--- config.mk ---
export PLATFORM = sky130hd
export DESIGN_NAME = serial_compare_ctrl_flat
export DESIGN_NICKNAME = d
export VERILOG_FILES = /design/src/rtl/serial_compare_ctrl_if.sv /design/src/rtl/serial_compare_ctrl.sv /design/src/flat_wrapper.sv
export SDC_FILE = /design/constraint.sdc
export NUM_CORES = 1
export LEC_CHECK = 0
export CORE_MARGIN = 5
export CORE_UTILIZATION = 25
export DETAILED_ROUTE_END_ITERATION = 7
export PLACE_DENSITY = 0.46
export SLEW_MARGIN = 20
export SYNTH_ARGS = -nofsm -noshare
export SYNTH_HDL_FRONTEND = slang
export SYNTH_SLANG_ARGS = --single-unit
--- constraint.sdc ---
create_clock -name clk -period 3.2 [get_ports clk]
set_clock_uncertainty 0.2 [all_clocks]
set_input_delay 0.32 -clock clk [delete_from_list [all_inputs] [get_ports clk]]
set_output_delay 0.32 -clock clk [all_outputs]
set_load 0.05 [all_outputs]
--- src/rtl/serial_compare_ctrl_if.sv ---
// Request/result bundle between a requesting datapath and the serial comparator.
interface serial_compare_ctrl_if #(
  parameter int WIDTH = 8
);
  localparam int CW = $clog2(WIDTH + 1);

  logic             start;
  logic [WIDTH-1:0] a;
  logic [WIDTH-1:0] b;
  logic             busy;
  logic             done;
  logic             eq;
  logic             gt;
  logic             lt;
  logic [CW-1:0]    bits_used;

  // Requester side: issues operands, observes status and result
  modport master (
    output start, a, b,
    input  busy, done, eq, gt, lt, bits_used
  );

  // Comparator side
  modport slave (
    input  start, a, b,
    output busy, done, eq, gt, lt, bits_used
  );
endinterface

--- src/rtl/serial_compare_ctrl.sv ---
// MSB-first bit-serial magnitude comparator sequencer.
// One shared 1-bit compare slice is stepped across captured (shadow) operands,
// one bit per clock, reporting eq/gt/lt and the number of bits examined.
module serial_compare_ctrl #(
  parameter int WIDTH      = 8,
  parameter bit EARLY_EXIT = 1'b1
) (
  input  logic                 clk,
  input  logic                 rst_n,
  serial_compare_ctrl_if.slave bus
);

  localparam int CW = $clog2(WIDTH + 1);
  localparam int IW = $clog2(WIDTH);

  typedef enum logic {IDLE, SCAN} state_t;

  state_t           state_q, state_d;
  logic [WIDTH-1:0] a_sh_q, a_sh_d;
  logic [WIDTH-1:0] b_sh_q, b_sh_d;
  logic [IW-1:0]    idx_q, idx_d;
  logic [CW-1:0]    cnt_q, cnt_d;
  logic             busy_q, busy_d;
  logic             done_q, done_d;
  logic             eq_q, eq_d;
  logic             gt_q, gt_d;
  logic             lt_q, lt_d;
  logic [CW-1:0]    bits_q, bits_d;
  // First-mismatch record, used when the scan continues past a mismatch
  logic             hit_q, hit_d;
  logic             hgt_q, hgt_d;
  logic             hlt_q, hlt_d;
  logic [CW-1:0]    hcnt_q, hcnt_d;

  logic          bit_a;
  logic          bit_b;
  logic          match;
  logic          last_bit;
  logic          early_stop;
  logic [CW-1:0] cnt_inc;

  // Shared 1-bit compare slice on the currently indexed shadow bit
  always_comb begin
    bit_a      = a_sh_q[idx_q];
    bit_b      = b_sh_q[idx_q];
    match      = ~(bit_a ^ bit_b);
    last_bit   = (idx_q == '0);
    early_stop = EARLY_EXIT && !match;
    cnt_inc    = cnt_q + CW'(1);
  end

  // State register
  always_ff @(posedge clk) begin
    if (!rst_n) state_q <= IDLE;
    else        state_q <= state_d;
  end

  // Next-state logic: termination is checked before any index decrement
  always_comb begin
    state_d = state_q;
    case (state_q)
      IDLE: if (bus.start) state_d = SCAN;
      SCAN: if (early_stop || last_bit) state_d = IDLE;
      default: state_d = IDLE;
    endcase
  end

  // Datapath and output next-state values
  always_comb begin
    a_sh_d = a_sh_q;
    b_sh_d = b_sh_q;
    idx_d  = idx_q;
    cnt_d  = cnt_q;
    busy_d = busy_q;
    done_d = 1'b0;
    eq_d   = eq_q;
    gt_d   = gt_q;
    lt_d   = lt_q;
    bits_d = bits_q;
    hit_d  = hit_q;
    hgt_d  = hgt_q;
    hlt_d  = hlt_q;
    hcnt_d = hcnt_q;
    case (state_q)
      IDLE: begin
        if (bus.start) begin
          a_sh_d = bus.a;
          b_sh_d = bus.b;
          idx_d  = IW'(WIDTH - 1);
          cnt_d  = '0;
          eq_d   = 1'b0;
          gt_d   = 1'b0;
          lt_d   = 1'b0;
          bits_d = '0;
          busy_d = 1'b1;
          hit_d  = 1'b0;
          hgt_d  = 1'b0;
          hlt_d  = 1'b0;
          hcnt_d = '0;
        end
      end
      SCAN: begin
        cnt_d = cnt_inc;
        if (early_stop) begin
          gt_d   = bit_a;
          lt_d   = bit_b;
          bits_d = cnt_inc;
          done_d = 1'b1;
          busy_d = 1'b0;
        end else begin
          if (!match && !hit_q) begin
            hit_d  = 1'b1;
            hgt_d  = bit_a;
            hlt_d  = bit_b;
            hcnt_d = cnt_inc;
          end
          if (last_bit) begin
            // An earlier recorded mismatch outranks one found on the last bit
            eq_d   = !(hit_q || !match);
            gt_d   = hit_q ? hgt_q : (!match && bit_a);
            lt_d   = hit_q ? hlt_q : (!match && bit_b);
            bits_d = hit_q ? hcnt_q : (!match ? cnt_inc : CW'(WIDTH));
            done_d = 1'b1;
            busy_d = 1'b0;
          end else begin
            idx_d = idx_q - IW'(1);
          end
        end
      end
      default: ;
    endcase
  end

  // Register update; reset clears everything and aborts any scan silently
  always_ff @(posedge clk) begin
    if (!rst_n) begin
      a_sh_q <= '0;
      b_sh_q <= '0;
      idx_q  <= '0;
      cnt_q  <= '0;
      busy_q <= 1'b0;
      done_q <= 1'b0;
      eq_q   <= 1'b0;
      gt_q   <= 1'b0;
      lt_q   <= 1'b0;
      bits_q <= '0;
      hit_q  <= 1'b0;
      hgt_q  <= 1'b0;
      hlt_q  <= 1'b0;
      hcnt_q <= '0;
    end else begin
      a_sh_q <= a_sh_d;
      b_sh_q <= b_sh_d;
      idx_q  <= idx_d;
      cnt_q  <= cnt_d;
      busy_q <= busy_d;
      done_q <= done_d;
      eq_q   <= eq_d;
      gt_q   <= gt_d;
      lt_q   <= lt_d;
      bits_q <= bits_d;
      hit_q  <= hit_d;
      hgt_q  <= hgt_d;
      hlt_q  <= hlt_d;
      hcnt_q <= hcnt_d;
    end
  end

  assign bus.busy      = busy_q;
  assign bus.done      = done_q;
  assign bus.eq        = eq_q;
  assign bus.gt        = gt_q;
  assign bus.lt        = lt_q;
  assign bus.bits_used = bits_q;

endmodule

--- src/flat_wrapper.sv ---
// flat-port wrapper written by rule: the top's interface ports become plain ports
module serial_compare_ctrl_flat 
#(
  parameter int WIDTH      = 8,
  parameter bit EARLY_EXIT = 1'b1
)
  (clk, rst_n, bus_start, bus_a, bus_b, bus_busy, bus_done, bus_eq, bus_gt, bus_lt, bus_bits_used);
  serial_compare_ctrl_if #(.WIDTH(WIDTH)) bus_i ();
  input  logic clk;
  input  logic rst_n;
  input wire logic [$bits(bus_i.start)-1:0] bus_start;
  input wire logic [$bits(bus_i.a)-1:0] bus_a;
  input wire logic [$bits(bus_i.b)-1:0] bus_b;
  output wire logic [$bits(bus_i.busy)-1:0] bus_busy;
  output wire logic [$bits(bus_i.done)-1:0] bus_done;
  output wire logic [$bits(bus_i.eq)-1:0] bus_eq;
  output wire logic [$bits(bus_i.gt)-1:0] bus_gt;
  output wire logic [$bits(bus_i.lt)-1:0] bus_lt;
  output wire logic [$bits(bus_i.bits_used)-1:0] bus_bits_used;
  assign bus_i.start = bus_start;
  assign bus_i.a = bus_a;
  assign bus_i.b = bus_b;
  assign bus_busy = bus_i.busy;
  assign bus_done = bus_i.done;
  assign bus_eq = bus_i.eq;
  assign bus_gt = bus_i.gt;
  assign bus_lt = bus_i.lt;
  assign bus_bits_used = bus_i.bits_used;
  serial_compare_ctrl #(.WIDTH(WIDTH), .EARLY_EXIT(EARLY_EXIT)) u_core (.clk(clk), .rst_n(rst_n), .bus(bus_i));
endmodule
==> metrics, run 1 <==
DRC=0; Detail Route Antenna Nets=0; worst slew pin tran=0.964 ns; storage element area=802 sq um; Synth Instances=190; Detailed Place HPWL=2620 um; hold path endpoint=u_core.a_sh_q[6]; Arrival @ worst endpoint=2.84 ns; critical path launch point type=register; Worst path top cell family by delay=multiplexers; setup TNS=0 ns; post-CTS setup buffers=0; Hold Fails Final Rpt=0; Crit path required time=3.20 ns; crit-path cells=mux4_2 > mux2i_1 > inv_1 > ha_1 > nand2_1 > nor2_4 > a211oi_1 > a311oi_1; hold wc startpoint=u_core.a_sh_q[6]; Final setup viols=0; Area Overhead vs Synth=24.8%; Routed WL=3700 um; Ys Warns=0; H-Tree Level Count=2; crit share post-route=88.8%; Mapped Avg Cell Area=8.90 sq um; Hold Path Class=reg2reg; fin area=2110 sq um; area of the core=6680 sq um; DRT iter0 DRCs=59; global route total overflow=0; layout cells sized above 1=7.87%; status=complete, no violations; Clock transition at path regs=0.07 ns; total of max-cap violations=0; Distinct cells, synth=31; placement-stage cell area=2030 sq um; Longest Clk Path Bufs=2; I/O pin count=28; Final Max Slew Viols=0; GP Congestion=0.673; final std cells w/o fill=296; Crit. End Element=register; CTS tree=built; slew margin rel.=35.7%; Power Internal=763 uW; Post-CTS Hold Buffers=0; CP bufs+invs=1; synthesized area=1690 sq um; via count=1,326; Yosys reg bits=40; r2r startpoint=u_core.idx_q[0]; DR vias/cell=4.48; kind of critical path=reg2reg; port buffer count=27; Sw Share=28.9%; Clock Power Share=29.3%; die area=8510 sq um; Sinks on Clock Net=40; commonest non-fill, non-tap cell in the layout=dfxtp_1; die width=92.2 um; setup slack, reg-to-reg=0.36 ns; Yosys top cell by area=dfxtp_1; wire per inst=12.5 um; Clock Tree Root=clkbuf_8; depth of the worst hold-timing path=2; FMAX=352 MHz; Die Y=92.2 um; combinational power share=19.0%; syn_nets=214; CP max FO=12; Critical Path Max Stage Delay=0.52 ns; share of the synthesized area in the top cell type=47.4%; Seq pwr share=51.8%; min Tclk post-route=2.84 ns; most frequent cells in the layout=dfxtp_1 (39), nand2_1 (37), clkdlybuf4s50_1 (27); Sw Pwr=310 uW; initial antenna violation count=0; Layout Nets=240; RSZ-0062 raised after global routing=no; Total GRT Usage=9.35%; Initial Utilization=25.3%; number of global-route vias before repair=1,302; reg-to-reg endpoint=u_core.idx_q[2]; Crit. path cell count=8; dominant cells by area after synthesis=dfxtp_1 (47%), nand2_1 (8.2%), a21oi_1 (7.4%); largest net degree at the start of global routing=28; Leak=0.796 nW; Fill cells=722; ant diodes=0; detailed-router iteration count before antenna repair=4; Rows=30; Worst VDD drop=162 uV; dpl cells=289; R2R depth=8; Cell Pwr Density=508 nW/um^2; global-route wire length before repair=6300 um; CTS Buf Count=5; area of the multi-input gates=803 sq um; slowest CP cell=mux4_2; register area share after synthesis=47.4%; Core Util, Final=31.6%; Worst-Skew Late Latency=0.29 ns
[synthesized netlist by cell type, drive strengths merged]
cell and n:
nor3b 1, o211ai 2, a21boi 1, or3 1, a32o 1, nand2 37, dfxtp 40, nor2b 3
ha 5, nand3b 4, and3 9, clkbuf 5, mux2i 3, xnor2 2, buf 7, a21oi 25
nor3 4, mux4 4, inv 7, a211oi 3, a41oi 1, a22oi 1, nand2b 2, o21ai 8
nor2 8, nand3 4, a311oi 1, o22ai 1
[worst min-delay path, delay by kind of cell, from the launching register on]
family | cells | cell delay (ns)
compound gates | 1 | 0.05
flops | 1 | 0.31
simple gates | 1 | 0.05
[what timing repair did]
item | 4_1_cts | 5_1_grt
gates resized for setup | 0 | 1
setup endpoints to repair | 0 | 1
endpoints found under the hold margin | 0 | 0
[state kept, by name (all words and copies together), names as in the netlist]
| name | flops |
|---|---|
| u_core.bus.busy | 1 |
| u_core.idx_q | 3 |
| u_core.hit_q | 1 |
| u_core.bus.eq | 1 |
| u_core.hcnt_q | 4 |
| u_core.bus.done | 1 |
| u_core.bus.lt | 1 |
| u_core.a_sh_q | 8 |
| u_core.bus.bits_used | 4 |
| u_core.state_q | 1 |
| u_core.hgt_q | 1 |
| u_core.bus.gt | 1 |
| u_core.b_sh_q | 8 |
| u_core.cnt_q | 4 |
| u_core.hlt_q | 1 |
[power groups by stage]
stage / combinational [mW] / clock [mW] / sequential [mW]
floorplan: 0.133 / 0 / 0.573
global placement: 0.204 / 0 / 0.567
detailed placement: 0.206 / 0 / 0.567
CTS: 0.207 / 0.328 / 0.556
global route: 0.228 / 0.344 / 0.562
finish: 0.203 / 0.314 / 0.555
[worst max path at each step]
stage	start	end	slack, ns
2_1_floorplan	u_core.idx_q[0]	u_core.idx_q[2]	0.85
3_3_place_gp	u_core.idx_q[0]	u_core.idx_q[2]	0.35
3_5_place_dp	u_core.idx_q[0]	u_core.idx_q[2]	0.23
4_1_cts	u_core.idx_q[0]	u_core.idx_q[2]	0.20
5_1_grt	u_core.idx_q[0]	u_core.idx_q[2]	0.07
6_report	u_core.idx_q[0]	u_core.idx_q[2]	0.36
[area by class of cell]
type,instances,area share [%]
Timing Repair Buffer,31,14.2
Sequential cell,40,38.0
Inverter,7,1.25
Clock inverter,1,0.237
Tap cell,80,4.74
Multi-Input combinational cell,131,38.1
Clock buffer,6,3.44
[routing by layer]
layer | GRT usage [%] | share of wire, %
met1 | 12.0 | 51
met2 | 14.2 | 42
met3 | 3.69 | 5.5
met4 | 3.22 | 1.3
met5 | 0 | 0
[logic make-up (layout without fill, tap and decap cells)]
| kind of cell | Yosys count | after routing | synth area share (%) |
|---|---|---|---|
| AND/OR/NAND/NOR | 73 | 73 | 20.6 |
| buffers and inverters | 19 | 45 | 5.11 |
| flip-flops | 40 | 40 | 47.4 |
| multiplexers | 7 | 7 | 7.11 |
| AO/OA/AOI/OAI | 44 | 44 | 15.1 |
| XOR/XNOR | 2 | 2 | 1.04 |
| adder cells (fa/ha/maj) | 5 | 5 | 3.70 |
[per-stage QoR]
stage / setup slack [ns] / power, mW / hold slack [ns]
2_1_floorplan: 0.854 / 0.706 / 0.233
3_3_place_gp: 0.348 / 0.771 / 0.244
3_5_place_dp: 0.229 / 0.774 / 0.247
4_1_cts: 0.204 / 1.09 / 0.258
5_1_grt: 0.0700 / 1.13 / 0.276
6_report: 0.359 / 1.07 / 0.253
No activity file was read; power rests on OpenSTA's default activity.
==> run 2: changes to the inputs <==
ABC_AREA = 0   (was not set)
SLEW_MARGIN = 10   (was 20)
==> results of run 2 <==
Same layout as run 1: the final DEF is identical, and so are final timing and power.
